`src/rtl/regfile_write_arbiter_if.sv`:
```
// Writeback bus between the ALU/load units, decode stage and the register-file write arbiter.
// The master side drives requests and decode queries; the slave side (the arbiter) answers.
interface regfile_write_arbiter_if;
  logic        alu_wr_req;
  logic [4:0]  alu_wr_addr;
  logic [31:0] alu_wr_data;
  logic        alu_busy;

  logic        mem_wr_req;
  logic [4:0]  mem_wr_addr;
  logic [31:0] mem_wr_data;
  logic        mem_busy;

  logic [4:0]  wr_port_C;
  logic [31:0] wr_data_C;
  logic        write_en_c;
  logic        write_back;
  logic [15:0] wr_count;

  logic [4:0]  rd_port_A;
  logic [4:0]  rd_port_B;
  logic        rd_stall_a;
  logic        rd_stall_b;

  modport master (
    output alu_wr_req, alu_wr_addr, alu_wr_data,
    output mem_wr_req, mem_wr_addr, mem_wr_data,
    output rd_port_A, rd_port_B,
    input  alu_busy, mem_busy,
    input  wr_port_C, wr_data_C, write_en_c, write_back, wr_count,
    input  rd_stall_a, rd_stall_b
  );

  modport slave (
    input  alu_wr_req, alu_wr_addr, alu_wr_data,
    input  mem_wr_req, mem_wr_addr, mem_wr_data,
    input  rd_port_A, rd_port_B,
    output alu_busy, mem_busy,
    output wr_port_C, wr_data_C, write_en_c, write_back, wr_count,
    output rd_stall_a, rd_stall_b
  );
endinterface

```
`src/rtl/regfile_write_arbiter.sv`:
```
// Two-source (ALU / load) register-file write arbiter with one holding slot per source.
// Define RF_HAZARD_CHECK_EN to enable the decode-stage read-after-write stall outputs.
module regfile_write_arbiter (
  input  logic                    clk,
  input  logic                    reset,
  regfile_write_arbiter_if.slave  bus
);
  localparam int ADDR_W = 5;
  localparam int DATA_W = 32;
  localparam int CNT_W  = 16;

  logic              alu_vld_q, alu_vld_d;
  logic [ADDR_W-1:0] alu_addr_q, alu_addr_d;
  logic [DATA_W-1:0] alu_data_q, alu_data_d;
  logic              mem_vld_q, mem_vld_d;
  logic [ADDR_W-1:0] mem_addr_q, mem_addr_d;
  logic [DATA_W-1:0] mem_data_q, mem_data_d;
  logic              age_q, age_d;
  logic              wr_en_q, wr_en_d;
  logic [ADDR_W-1:0] wr_port_q, wr_port_d;
  logic [DATA_W-1:0] wr_data_q, wr_data_d;
  logic [CNT_W-1:0]  wr_count_q, wr_count_d;

  logic alu_keep, mem_keep;
  logic issue_alu, issue_mem;

  always_comb begin
    // Writes to r0 are accepted on the handshake but never occupy a slot.
    alu_keep  = bus.alu_wr_req && !alu_vld_q && (bus.alu_wr_addr != '0);
    mem_keep  = bus.mem_wr_req && !mem_vld_q && (bus.mem_wr_addr != '0);

    // age_q = 1 means the load slot holds the older entry.
    issue_alu = alu_vld_q && (!mem_vld_q || !age_q);
    issue_mem = mem_vld_q && !issue_alu;

    alu_vld_d  = alu_keep ? 1'b1 : (issue_alu ? 1'b0 : alu_vld_q);
    alu_addr_d = alu_keep ? bus.alu_wr_addr : alu_addr_q;
    alu_data_d = alu_keep ? bus.alu_wr_data : alu_data_q;
    mem_vld_d  = mem_keep ? 1'b1 : (issue_mem ? 1'b0 : mem_vld_q);
    mem_addr_d = mem_keep ? bus.mem_wr_addr : mem_addr_q;
    mem_data_d = mem_keep ? bus.mem_wr_data : mem_data_q;

    age_d = 1'b0;
    if (alu_vld_d && mem_vld_d) begin
      if (alu_keep && mem_keep)
        age_d = 1'b0;
      else if (mem_keep)
        age_d = 1'b0;
      else if (alu_keep)
        age_d = 1'b1;
      else
        age_d = age_q;
    end

    wr_en_d    = issue_alu || issue_mem;
    wr_port_d  = wr_port_q;
    wr_data_d  = wr_data_q;
    if (issue_alu) begin
      wr_port_d = alu_addr_q;
      wr_data_d = alu_data_q;
    end else if (issue_mem) begin
      wr_port_d = mem_addr_q;
      wr_data_d = mem_data_q;
    end
    wr_count_d = wr_count_q + CNT_W'(wr_en_d);
  end

  always_ff @(posedge clk or posedge reset) begin
    if (reset) begin
      alu_vld_q  <= 1'b0;
      mem_vld_q  <= 1'b0;
      age_q      <= 1'b0;
      wr_en_q    <= 1'b0;
      wr_port_q  <= '0;
      wr_data_q  <= '0;
      wr_count_q <= '0;
    end else begin
      alu_vld_q  <= alu_vld_d;
      mem_vld_q  <= mem_vld_d;
      age_q      <= age_d;
      wr_en_q    <= wr_en_d;
      wr_port_q  <= wr_port_d;
      wr_data_q  <= wr_data_d;
      wr_count_q <= wr_count_d;
    end
  end

  // Slot payloads are only meaningful while the matching valid is set.
  always_ff @(posedge clk) begin
    alu_addr_q <= alu_addr_d;
    alu_data_q <= alu_data_d;
    mem_addr_q <= mem_addr_d;
    mem_data_q <= mem_data_d;
  end

  assign bus.alu_busy   = alu_vld_q;
  assign bus.mem_busy   = mem_vld_q;
  assign bus.wr_port_C  = wr_port_q;
  assign bus.wr_data_C  = wr_data_q;
  assign bus.write_en_c = wr_en_q;
  assign bus.write_back = wr_en_q;
  assign bus.wr_count   = wr_count_q;

`ifdef RF_HAZARD_CHECK_EN
  assign bus.rd_stall_a = (bus.rd_port_A != '0) &&
                          ((alu_vld_q && (bus.rd_port_A == alu_addr_q)) ||
                           (mem_vld_q && (bus.rd_port_A == mem_addr_q)) ||
                           (wr_en_q   && (bus.rd_port_A == wr_port_q)));
  assign bus.rd_stall_b = (bus.rd_port_B != '0) &&
                          ((alu_vld_q && (bus.rd_port_B == alu_addr_q)) ||
                           (mem_vld_q && (bus.rd_port_B == mem_addr_q)) ||
                           (wr_en_q   && (bus.rd_port_B == wr_port_q)));
`else
  logic unused_rd_ports;
  assign unused_rd_ports = ^{bus.rd_port_A, bus.rd_port_B};
  assign bus.rd_stall_a  = 1'b0;
  assign bus.rd_stall_b  = 1'b0;
`endif
endmodule

```
`src/flat_wrapper.sv`:
```
// flat-port wrapper written by rule: the top's interface ports become plain ports
module regfile_write_arbiter_flat 
  (clk, reset, bus_alu_wr_req, bus_alu_wr_addr, bus_alu_wr_data, bus_mem_wr_req, bus_mem_wr_addr, bus_mem_wr_data, bus_rd_port_A, bus_rd_port_B, bus_alu_busy, bus_mem_busy, bus_wr_port_C, bus_wr_data_C, bus_write_en_c, bus_write_back, bus_wr_count, bus_rd_stall_a, bus_rd_stall_b);
  regfile_write_arbiter_if bus_i ();
  input  logic clk;
  input  logic reset;
  input wire logic [$bits(bus_i.alu_wr_req)-1:0] bus_alu_wr_req;
  input wire logic [$bits(bus_i.alu_wr_addr)-1:0] bus_alu_wr_addr;
  input wire logic [$bits(bus_i.alu_wr_data)-1:0] bus_alu_wr_data;
  input wire logic [$bits(bus_i.mem_wr_req)-1:0] bus_mem_wr_req;
  input wire logic [$bits(bus_i.mem_wr_addr)-1:0] bus_mem_wr_addr;
  input wire logic [$bits(bus_i.mem_wr_data)-1:0] bus_mem_wr_data;
  input wire logic [$bits(bus_i.rd_port_A)-1:0] bus_rd_port_A;
  input wire logic [$bits(bus_i.rd_port_B)-1:0] bus_rd_port_B;
  output wire logic [$bits(bus_i.alu_busy)-1:0] bus_alu_busy;
  output wire logic [$bits(bus_i.mem_busy)-1:0] bus_mem_busy;
  output wire logic [$bits(bus_i.wr_port_C)-1:0] bus_wr_port_C;
  output wire logic [$bits(bus_i.wr_data_C)-1:0] bus_wr_data_C;
  output wire logic [$bits(bus_i.write_en_c)-1:0] bus_write_en_c;
  output wire logic [$bits(bus_i.write_back)-1:0] bus_write_back;
  output wire logic [$bits(bus_i.wr_count)-1:0] bus_wr_count;
  output wire logic [$bits(bus_i.rd_stall_a)-1:0] bus_rd_stall_a;
  output wire logic [$bits(bus_i.rd_stall_b)-1:0] bus_rd_stall_b;
  assign bus_i.alu_wr_req = bus_alu_wr_req;
  assign bus_i.alu_wr_addr = bus_alu_wr_addr;
  assign bus_i.alu_wr_data = bus_alu_wr_data;
  assign bus_i.mem_wr_req = bus_mem_wr_req;
  assign bus_i.mem_wr_addr = bus_mem_wr_addr;
  assign bus_i.mem_wr_data = bus_mem_wr_data;
  assign bus_i.rd_port_A = bus_rd_port_A;
  assign bus_i.rd_port_B = bus_rd_port_B;
  assign bus_alu_busy = bus_i.alu_busy;
  assign bus_mem_busy = bus_i.mem_busy;
  assign bus_wr_port_C = bus_i.wr_port_C;
  assign bus_wr_data_C = bus_i.wr_data_C;
  assign bus_write_en_c = bus_i.write_en_c;
  assign bus_write_back = bus_i.write_back;
  assign bus_wr_count = bus_i.wr_count;
  assign bus_rd_stall_a = bus_i.rd_stall_a;
  assign bus_rd_stall_b = bus_i.rd_stall_b;
  regfile_write_arbiter u_core (.clk(clk), .reset(reset), .bus(bus_i));
endmodule
```
`config.mk`:
```
export PLATFORM = sky130hd
export DESIGN_NAME = regfile_write_arbiter_flat
export DESIGN_NICKNAME = d
export VERILOG_FILES = /design/src/rtl/regfile_write_arbiter_if.sv /design/src/rtl/regfile_write_arbiter.sv /design/src/flat_wrapper.sv
export SDC_FILE = /design/constraint.sdc
export NUM_CORES = 1
export LEC_CHECK = 0
export ABC_AREA = 1
export BUFFER_PORTS_ARGS = -buffer_cell sky130_fd_sc_hd__buf_2
export CORE_MARGIN = 2
export CORE_UTILIZATION = 32
export DETAILED_ROUTE_END_ITERATION = 8
export PLACE_DENSITY = 0.51
export SYNTH_ARGS = -nofsm -noshare
export SYNTH_HDL_FRONTEND = slang
export SYNTH_SLANG_ARGS = --single-unit
export TNS_END_PERCENT = 5
```
`constraint.sdc`:
```
create_clock -name clk -period 4 [get_ports clk]
set_input_delay 0.8 -clock clk [delete_from_list [all_inputs] [get_ports clk]]
set_output_delay 0.8 -clock clk [all_outputs]
set_load 0.005 [all_outputs]
```
==> results of run 1 <==
cells in the final DEF (no fill, tap or decap), types with 4 or more instances in the layout:
cell type,instances
xor2_1,7
nor2_1,12
clkbuf_16,17
nand4_1,4
buf_2,134
nand2_1,26
nand3_1,155
dfrtp_1,56
clkinv_2,4
inv_1,12
edfxtp_1,74
buf_4,6
power breakdown:
part	total [mW]	switching [mW]	leakage [nW]	internal, mW
registers	1.81	0.136	1.41	1.67
clock network	1.56	0.570	0.298	0.992
logic	0.663	0.396	1.08	0.266
total	4.04	1.10	2.79	2.93
critical path, stage by stage, from the launching register on:
cell	delay, ps
dfrtp_1	340
buf_4	430
nand2_2	630
nand2_4	730
nand3_1	180
nand3_1	130
layer usage:
metal	global-route usage	vias up	wire length, um
met5	0	-	21
met4	0.0468	4	127
met3	0.0623	14	899
met2	0.252	124	5990
met1	0.193	1760	5250
li1	-	1689	-
cell type report:
type                    count  area, um2  share of cell area
flip-flops and latches    131       3650               0.565
multi-input cells         226       1180               0.182
clock inverters            13        158              0.0244
clock buffers              18        439              0.0679
inverters                  15       56.3             0.00871
repair buffers            140        716               0.111
well taps                 211        264              0.0408
diodes                      2       5.00            0.000774
cells by family after synthesis:
logic type                 Yosys count  share of synthesized area
AOI/OAI and AO/OA                    3                    0.00298
xor gates and xnor gates             9                     0.0156
adders and majority gates            3                    0.00745
buffers and inverters               41                     0.0444
DFF                                131                      0.724
other                                1                   0.000744
and+or+nand+nor                    208                      0.205
registers in the layout (all words and copies together) (netlist names):
register and flops:
u_core.mem_addr_q 5, u_core.alu_addr_q 5, u_core.bus.wr_port_C 5, u_core.bus.alu_busy 1, u_core.bus.wr_data_C 32, u_core.bus.wr_count 16
u_core.age_q 1, u_core.bus.write_back 1, u_core.alu_data_q 32, u_core.mem_data_q 32, u_core.bus.mem_busy 1
final timing paths:
check,from,endpoint,cells after the start
setup / recovery,u_core.bus.mem_busy,u_core.bus.wr_data_C[31],5
hold / removal,u_core.mem_data_q[24],u_core.bus.wr_data_C[24],2
setup reg to reg,u_core.bus.mem_busy,u_core.bus.wr_data_C[31],5
hold reg to reg,u_core.mem_data_q[24],u_core.bus.wr_data_C[24],2
max in group asynchronous,reset,u_core.bus.alu_busy,3
min in group asynchronous,reset,u_core.bus.wr_count[8],2
==> results.md, run 1 <==
- Synth area leaders: edfxtp_1 (44%), dfrtp_1 (28%), nand3_1 (15%)
- RSZ-0062 raised after global routing: no
- WL final: roughly 12000 um
- DRT antenna net count: 0
- Antenna violations before repair: 4
- Chip width: ~130 um
- Critical path peak fanout: 55
- Post-cts sizing count: 0
- Core area: ~0.015 mm2
- PwrDens: 624 mW/mm2
- Hold slack: around 480 ps
- Avg Cell Area, Syn: ~13 um2
- Initial cell density of the core: 0.329
- Clk buf depth: 2
- Slew Limit Fails: 0
- Vias/cell: 4.75
- Hold-fix buffers at CTS: 0
- First-pass GRT wire length: approximately 19000 um
- DR WL/cell: about 16 um
- Synth Flop Type: edfxtp_1
- Yosys warns: 0
- Worst EP arrival: 2900 ps
- Full die area: around 0.017 mm2
- Area grow syn2layout: 28.2%
- Clock Tree Root: clkbuf_16
- Total CTS buffers: 17
- Count leader, synth: nand3_1
- R2r setup slk: roughly 1400 ps
- Sequential area share after synthesis: 0.724
- Synthesized flop and latch total: around 130
- CP Launch Type: flip-flop
- Post-Synthesis Cells: roughly 400
- Post-synth EDFFs: 74
- Post-route setup slack: roughly 1400 ps
- Number of max-cap violations: 0
- Top cells by count, synth: nand3_1 (155), edfxtp_1 (74), dfrtp_1 (57)
- Leading area contributor after synthesis: edfxtp_1
- IO Port Bufs: 134
- CTS tree: yes
- Die H: 130 um
- Gpl congestion: 0.754
- Final-report setup violation count: 0
- Leak: between 2 and 3 nW
- Finished Layout Cells: 756
- Skew final: around 8 ps
- Clock slew at reported path FFs: ~60 ps
- Vias in the first global route: roughly 3600
- Min Tclk post-route: approximately 2600 ps
- Layout cells sized above 1: 0.333
- Row cnt: 45
- Pre-Repair DR Iteration Count: 5
- Max Freq: slightly below 400 MHz
- Total gr overflow: 0
- Setup repair bufs after CTS: 0
- Filler Cells Inserted: between 1000 and 1500
- Worst vdd ir: approximately 0.0005 V
- Final core utilization: 0.422
- DR vias: between 3000 and 4000
- Final instance area: around 0.0065 mm2
- H-tree Lvls: 4
- Placed instance count: 723
- Clock sink count: roughly 130
- Netlist cell types: 23
- Final setup TNS: 0 ps
- DPL Wire Length: around 7700 um
- Area after DPL: between 0.005 and 0.006 mm2
- # DRC: 0
- Post-Place Worst Slack: between 1000 and 1500 ps
- Tot GR Track Use: 0.156
- Number of DRC markers in iteration 0: 192
- Crit share post-route: 0.641
- Final hold violations: 0
- Outcome: complete, no violations
- Cell Area, Synth: around 0.0050 mm2
- Least-Margin Pin Slew: 897 ps
- Worst skew pair latency: between 400 and 500 ps
- Worst hold-check path type: reg -> reg
- Worst setup EP type: flip-flop
- Pwr Total: between 4 and 5 mW
- Worst Path Class, Setup: reg -> reg
- FFs w/ async S/R, synth: 0.435
- Synth top area share: 0.441
- Io pins: roughly 150
- Layout Nets: 622
- Rel. slew slack: 0.398
- Largest net degree at the start of global routing: 56
- Req. time, crit path: ~4300 ps
(Power assumes the default switching activity.)
==> inputs of run 2 (changes only) <==
- PLACE_DENSITY: 0.51 -> 0.53
- clock period: 4 -> 2.09 ns (I/O delays scaled with it)
==> results.md, run 2 (synthesized netlist as in run 1, its figures left out) <==
- Largest net degree at the start of global routing: 56 (unchanged)
- Crit-path max cell delay: 430 ps (was 730 ps)
- Initial cell density of the core: 0.329 (unchanged)
- Req. time, crit path: 1670 ps (was 4340 ps)
- Finished Layout Cells: 762 (was 756)
- Filler Cells Inserted: 1484 (was 1491)
- Worst Path Class, Setup: reg -> out (was reg -> reg)
- Clock slew at reported path FFs: 60 ps (about the same)
- Rel. slew slack: 0.603 (was 0.398)
- Max Freq: about 550 MHz
- DPL Wire Length: 7730 um (was 7690 um)
- CTS tree: yes (unchanged)
- Core area: 0.0153 mm2 (unchanged)
- Row cnt: 45 (unchanged)
- # DRC: 0 (unchanged)
- Gpl congestion: 0.814 (was 0.754)
- Clk buf depth: 2 (unchanged)
- Layout cells sized above 1: 0.341 (was 0.333)
- Layout Nets: 629 (was 622)
- DR vias: 3537 (was 3591)
- Least-Margin Pin Slew: 596 ps (was 897 ps)
- Tot GR Track Use: 0.150 (was 0.156)
- R2r setup slk: 310 ps (was 1440 ps)
- Hold-fix buffers at CTS: 1 (was 0)
- Final setup TNS: 0 ps (unchanged)
- Pre-Repair DR Iteration Count: 4 (was 5)
- Crit share post-route: 0.869
- H-tree Lvls: 4 (unchanged)
- Setup repair bufs after CTS: 0 (unchanged)
- Met3 WL post-DR: 726 um (was 899 um)
- Final-report setup violation count: 0 (unchanged)
- Total CTS buffers: 17 (unchanged)
- Clock Tree Root: clkbuf_16 (unchanged)
- Slowest CP cell: buf_4 (was nand2_4)
- RSZ-0062 raised after global routing: no (unchanged)
- Most frequent cells in the layout: nand3_1 (155), buf_2 (134), edfxtp_1 (74) (unchanged)
- Antenna cells: 0 (was 2)
- Final hold violations: 0 (unchanged)
- Number of max-cap violations: 0 (unchanged)
- Total gr overflow: 0 (unchanged)
- DRT antenna net count: 0 (unchanged)
- Min Tclk post-route: between 1500 and 2000 ps
- Number of DRC markers in iteration 0: 129 (was 192)
- Vias/cell: 4.64 (was 4.75)
- Outcome: complete, no violations (unchanged)
- Post-cts sizing count: 0 (unchanged)
- Vias in the first global route: 3494 (was 3592)
- Worst vdd ir: 0.000588 V (was 0.000499 V)
- Clock sink count: 131 (unchanged)
- Wl on met1: 5520 um (was 5250 um)
- Worst skew pair latency: 410 ps (about the same)
- Worst hold-check path type: in -> reg (was reg -> reg)
- Critical path peak fanout: 39 (was 55)
- Die H: 130 um (unchanged)
- Top routing layer used: met5 (unchanged)
- DR WL/cell: 15.8 um (was 16.3 um)
- Worst EP arrival: 1400 ps (was 2900 ps)
- PwrDens: 1220 mW/mm2 (was 624 mW/mm2)
- Full die area: 0.0168 mm2 (unchanged)
- Antenna violations before repair: 1 (was 4)
- Area grow syn2layout: 30.7% (was 28.2%)
- Leak: 2.84 nW (was 2.79 nW)
- WL final: 12100 um (was 12300 um)
- Worst setup EP type: primary output (was flip-flop)
- IO Port Bufs: 134 (unchanged)
- Chip width: 130 um (unchanged)
- Most common cell after layout, fill and taps aside: nand3_1 (unchanged)
- Skew final: 8.14 ps (was 7.97 ps)
- CP Cell Sequence: buf_4, buf_2 (was buf_4, nand2_2, nand2_4, nand3_1, nand3_1)
- Placed instance count: 729 (was 723)
- CP Launch Type: flip-flop (unchanged)
- First-pass GRT wire length: 18800 um (was 19300 um)
- Slew Limit Fails: 0 (unchanged)
- Met2 wire len: 5680 um (was 5990 um)
- Io pins: 147 (unchanged)
run 2: cell count changes in the layout (fill, tap and decap cells not counted), moves of 2 or more:
cell,change
clkinv_4,-3
clkinv_2,-3
buf_4,+4
buf_12,+2
inv_6,+2
clkinvlp_4,+3
diode_2,-2
run 2: worst max-delay path: cells and delay by family, from the launching register on:
kind	cells	cell delay, ps
buffers and inverters	2	630
DFF	1	350
run 2: final timing paths:
| check | start | depth (start not counted) | end |
|---|---|---|---|
| worst min-delay path | bus_alu_wr_data[3] | 1 | u_core.alu_data_q[3] |
| min in group asynchronous | reset | 3 | u_core.bus.wr_data_C[10] |
| worst min register to register | u_core.mem_data_q[14] | 2 | u_core.bus.wr_data_C[14] |
| max in group asynchronous | reset | 4 | u_core.bus.alu_busy |
| worst max-delay path | u_core.bus.alu_busy | 2 | bus_alu_busy |
| worst max register to register | u_core.bus.mem_busy | 5 | u_core.bus.wr_data_C[0] |
run 2: routing by layer:
layer / up-vias / global-route usage
li1: 1698 / -
met1: 1713 / 0.198
met2: 113 / 0.237
met3: 11 / 0.0512
met4: 2 / 0.0443
met5: - / 0
run 2: report_power, final:
group	internal, mW	switching, mW	total (mW)
sequential	3.20	0.257	3.46
clock	2.09	1.16	3.25
combinational	0.541	0.767	1.31
run 2: per-stage QoR:
step | setup slack, ps | instance area (um2) | hold slack, ps | power [mW] | util
2_1_floorplan | 183 | 5050 | 459 | 4.19 | -
3_3_place_gp | 346 | 5930 | 407 | 4.81 | 0.387
3_5_place_dp | 313 | 5930 | 408 | 4.85 | 0.387
4_1_cts | 253 | 6590 | 159 | 8.13 | 0.430
5_1_grt | 164 | 6590 | 155 | 8.41 | 0.430
6_report | 273 | 6590 | 178 | 8.01 | 0.430
run 2: area by class of cell:
cell class / count / area, um2 / area share
timing repair buffer: 147 / 796 / 0.121
clock inverter: 13 / 194 / 0.0294
inverter: 15 / 56.3 / 0.00854
clock buffer: 19 / 454 / 0.0689
sequential: 131 / 3650 / 0.554
tap: 211 / 264 / 0.0401
multi-input combinational: 226 / 1180 / 0.178
==> inputs of run 3 (changes only) <==
- ABC_AREA: 1 -> default
==> results.md, run 3 <==
- RSZ-0062 raised after global routing: no (unchanged)
- Synth top area share: 0.461 (was 0.441)
- Die H: 127 um (was 130 um)
- CTS tree: yes (unchanged)
- Min Tclk post-route: 1930 ps (was 1820 ps)
- Register Area: 0.00365 mm2 (unchanged)
- Final-report setup violation count: 0 (unchanged)
- Pre-Repair DR Iteration Count: 5 (was 4)
- Least-Margin Pin Slew: 635 ps (was 596 ps)
- PwrDens: 1200 mW/mm2 (was 1220 mW/mm2)
- First-pass GRT wire length: 16400 um (was 18800 um)
- Pwr Total: 7.75 mW (was 8.01 mW)
- Largest net degree at the start of global routing: 49 (was 56)
- Antenna violations before repair: 1 (unchanged)
- Multi-input logic area: 0.00110 mm2 (was 0.00118 mm2)
- Final instance area: 0.00644 mm2 (was 0.00659 mm2)
- Outcome: complete, no violations (unchanged)
- Vias/cell: 4.48 (was 4.64)
- Crit share post-route: 0.926 (was 0.869)
- Gpl congestion: 0.734 (was 0.814)
- Most frequent cells in the layout: buf_2 (134), edfxtp_1 (74), dfrtp_1 (56) (was nand3_1 (155), buf_2 (134), edfxtp_1 (74))
- IO Port Bufs: 134 (unchanged)
- Skew final: 15.3 ps (was 8.14 ps)
- Max Freq: 517 MHz (was 550 MHz)
- Clock sink count: 131 (unchanged)
- DR vias: 2963 (was 3537)
- Worst hold-check path type: in -> async (was in -> reg)
- Worst EP arrival: 1520 ps (was 1400 ps)
- Area after DPL: 0.00582 mm2 (was 0.00593 mm2)
- Post-Synthesis Cells: 316 (was 396)
- Req. time, crit path: 1670 ps (about the same)
- Filler Cells Inserted: 1341 (was 1484)
- DR WL/cell: 15.4 um (was 15.8 um)
- Io pins: 147 (unchanged)
- Critical path peak fanout: 23 (was 39)
- Chip width: 127 um (was 130 um)
- Synth Flop Type: edfxtp_1 (unchanged)
- DRT antenna net count: 0 (unchanged)
- Number of max-cap violations: 0 (unchanged)
- Number of DRC markers in iteration 0: 172 (was 129)
- Core area: 0.0146 mm2 (was 0.0153 mm2)
- Row cnt: 44 (was 45)
- Worst skew pair latency: 430 ps (was 410 ps)
- Leak: 2.78 nW (was 2.84 nW)
- Leading area contributor after synthesis: edfxtp_1 (unchanged)
- H-tree Lvls: 4 (unchanged)
- Rel. slew slack: 0.576 (was 0.603)
- Reg2Reg Depth: 6 (was 5)
- Worst vdd ir: 0.000780 V (was 0.000588 V)
- Total gr overflow: 0 (unchanged)
- Slew Limit Fails: 0 (unchanged)
- Vias in the first global route: 3044 (was 3494)
- Initial cell density of the core: 0.329 (about the same)
- WL final: 10200 um (was 12100 um)
- Worst setup EP type: primary output (unchanged)
- Avg Cell Area, Syn: 15.2 um2 (was 12.7 um2)
- Full die area: 0.0161 mm2 (was 0.0168 mm2)
- Layout cells sized above 1: 0.384 (was 0.341)
- # DRC: 0 (unchanged)
- Synth area leaders: edfxtp_1 (46%), dfrtp_1 (30%), mux2i_1 (7.7%) (was edfxtp_1 (44%), dfrtp_1 (28%), nand3_1 (15%))
- Total CTS buffers: 17 (unchanged)
- Most common cell after layout, fill and taps aside: buf_2 (was nand3_1)
- Post-synth EDFFs: 74 (unchanged)
- Hold-fix buffers at CTS: 0 (was 1)
- Count leader, synth: edfxtp_1 (was nand3_1)
- Layout Nets: 556 (was 629)
- Netlist cell types: 29 (was 23)
- DPL Wire Length: 6900 um (was 7730 um)
- Area grow syn2layout: 33.6% (was 30.7%)
- Clock Tree Root: clkbuf_16 (unchanged)
- Yosys warns: 0 (unchanged)
- Clk buf depth: 2 (unchanged)
- CP Launch Type: flip-flop (unchanged)
- Tot GR Track Use: 0.136 (was 0.150)
- Final hold violations: 0 (unchanged)
- Synthesized flop and latch total: 131 (unchanged)
- Cell Area, Synth: 0.00482 mm2 (was 0.00504 mm2)
- Sequential area share after synthesis: 0.757 (was 0.724)
- Clock slew at reported path FFs: 60 ps (about the same)
- Worst Path Class, Setup: reg -> out (unchanged)
- Final setup TNS: 0 ps (unchanged)
- Top cells by count, synth: edfxtp_1 (74), dfrtp_1 (57), nand2_1 (39) (was nand3_1 (155), edfxtp_1 (74), dfrtp_1 (57))
- FFs w/ async S/R, synth: 0.435 (unchanged)
-- run 3: cell count changes after synthesis, sizes merged, moves of 9 or more --
| cell | change |
|---|---|
| nand3 | -151 |
| mux2i | +37 |
| o21ai | +36 |
| nor2 | -12 |
| inv | -10 |
| buf | -9 |
| nand2 | +9 |
-- run 3: worst paths after layout --
| path | from | end | slack, ps |
|---|---|---|---|
| worst max register to register | u_core.bus.alu_busy | u_core.bus.wr_count[8] | 190 |
| worst max-delay path | u_core.bus.mem_busy | bus_mem_busy | 160 |
| min in group clk | bus_alu_wr_data[21] | u_core.alu_data_q[21] | 160 |
| worst min register to register | u_core.alu_data_q[31] | u_core.bus.wr_data_C[31] | 450 |
| worst min-delay path | reset | u_core.bus.wr_data_C[31] | 80 |
| max in group asynchronous | reset | u_core.bus.mem_busy | 1390 |
-- run 3: area by class of cell --
type	instances	area share
Clock inverter	12	0.0241
Antenna cell	1	0.000389
Inverter	5	0.00292
Sequential cell	131	0.567
Tap cell	184	0.0358
Multi-Input combinational cell	166	0.170
Timing Repair Buffer	144	0.129
Clock buffer	19	0.0704
-- run 3: cells by family (layout without fill, tap and decap cells) --
family | count (synthesis) | in the layout | share of synthesized area
DFF | 131 | 131 | 0.757
and+or+nand+nor | 67 | 67 | 0.0642
AOI/OAI and AO/OA | 42 | 42 | 0.0455
muxes | 37 | 37 | 0.0769
buffers and inverters | 21 | 180 | 0.0221
xor gates and xnor gates | 14 | 14 | 0.0255
adders and majority gates | 3 | 3 | 0.00779
other | 1 | 4 | 0.000778
-- run 3: what timing repair did --
item,CTS,global route
setup endpoints to repair,1,1
cloned,0,0
pin swaps,0,0
setup buffers,0,0
gates resized for setup,2,1
-- run 3: through the flow --
step	worst slack (ps)	utilization	hold slack (ps)	cells
after floorplan	19.8	-	426	318
after global placement	106	0.397	431	630
after detailed placement	114	0.397	436	630
after CTS	20.2	0.439	105	661
after global routing	81.9	0.440	145	662
final	156	0.440	84.7	662
-- run 3: report_power, final --
part,leakage [nW],switching (mW),internal [mW]
clock network,0.296,1.09,1.93
registers,1.41,0.274,3.21
logic,1.08,0.640,0.603
-- run 3: metal layers --
| layer | vias to the layer above | track usage | share of wire |
|---|---|---|---|
| met4 | 0 | 0.0672 | 0.025 |
| met1 | 1411 | 0.172 | 0.44 |
| li1 | 1430 | - | - |
| met2 | 106 | 0.210 | 0.48 |
| met5 | - | 0 | 0 |
| met3 | 16 | 0.0460 | 0.057 |
-- run 3: worst max-delay path: stages (launching register included) --
cell and delay, ps:
dfrtp_2 360, buf_6 270, buf_8 290, buf_2 160
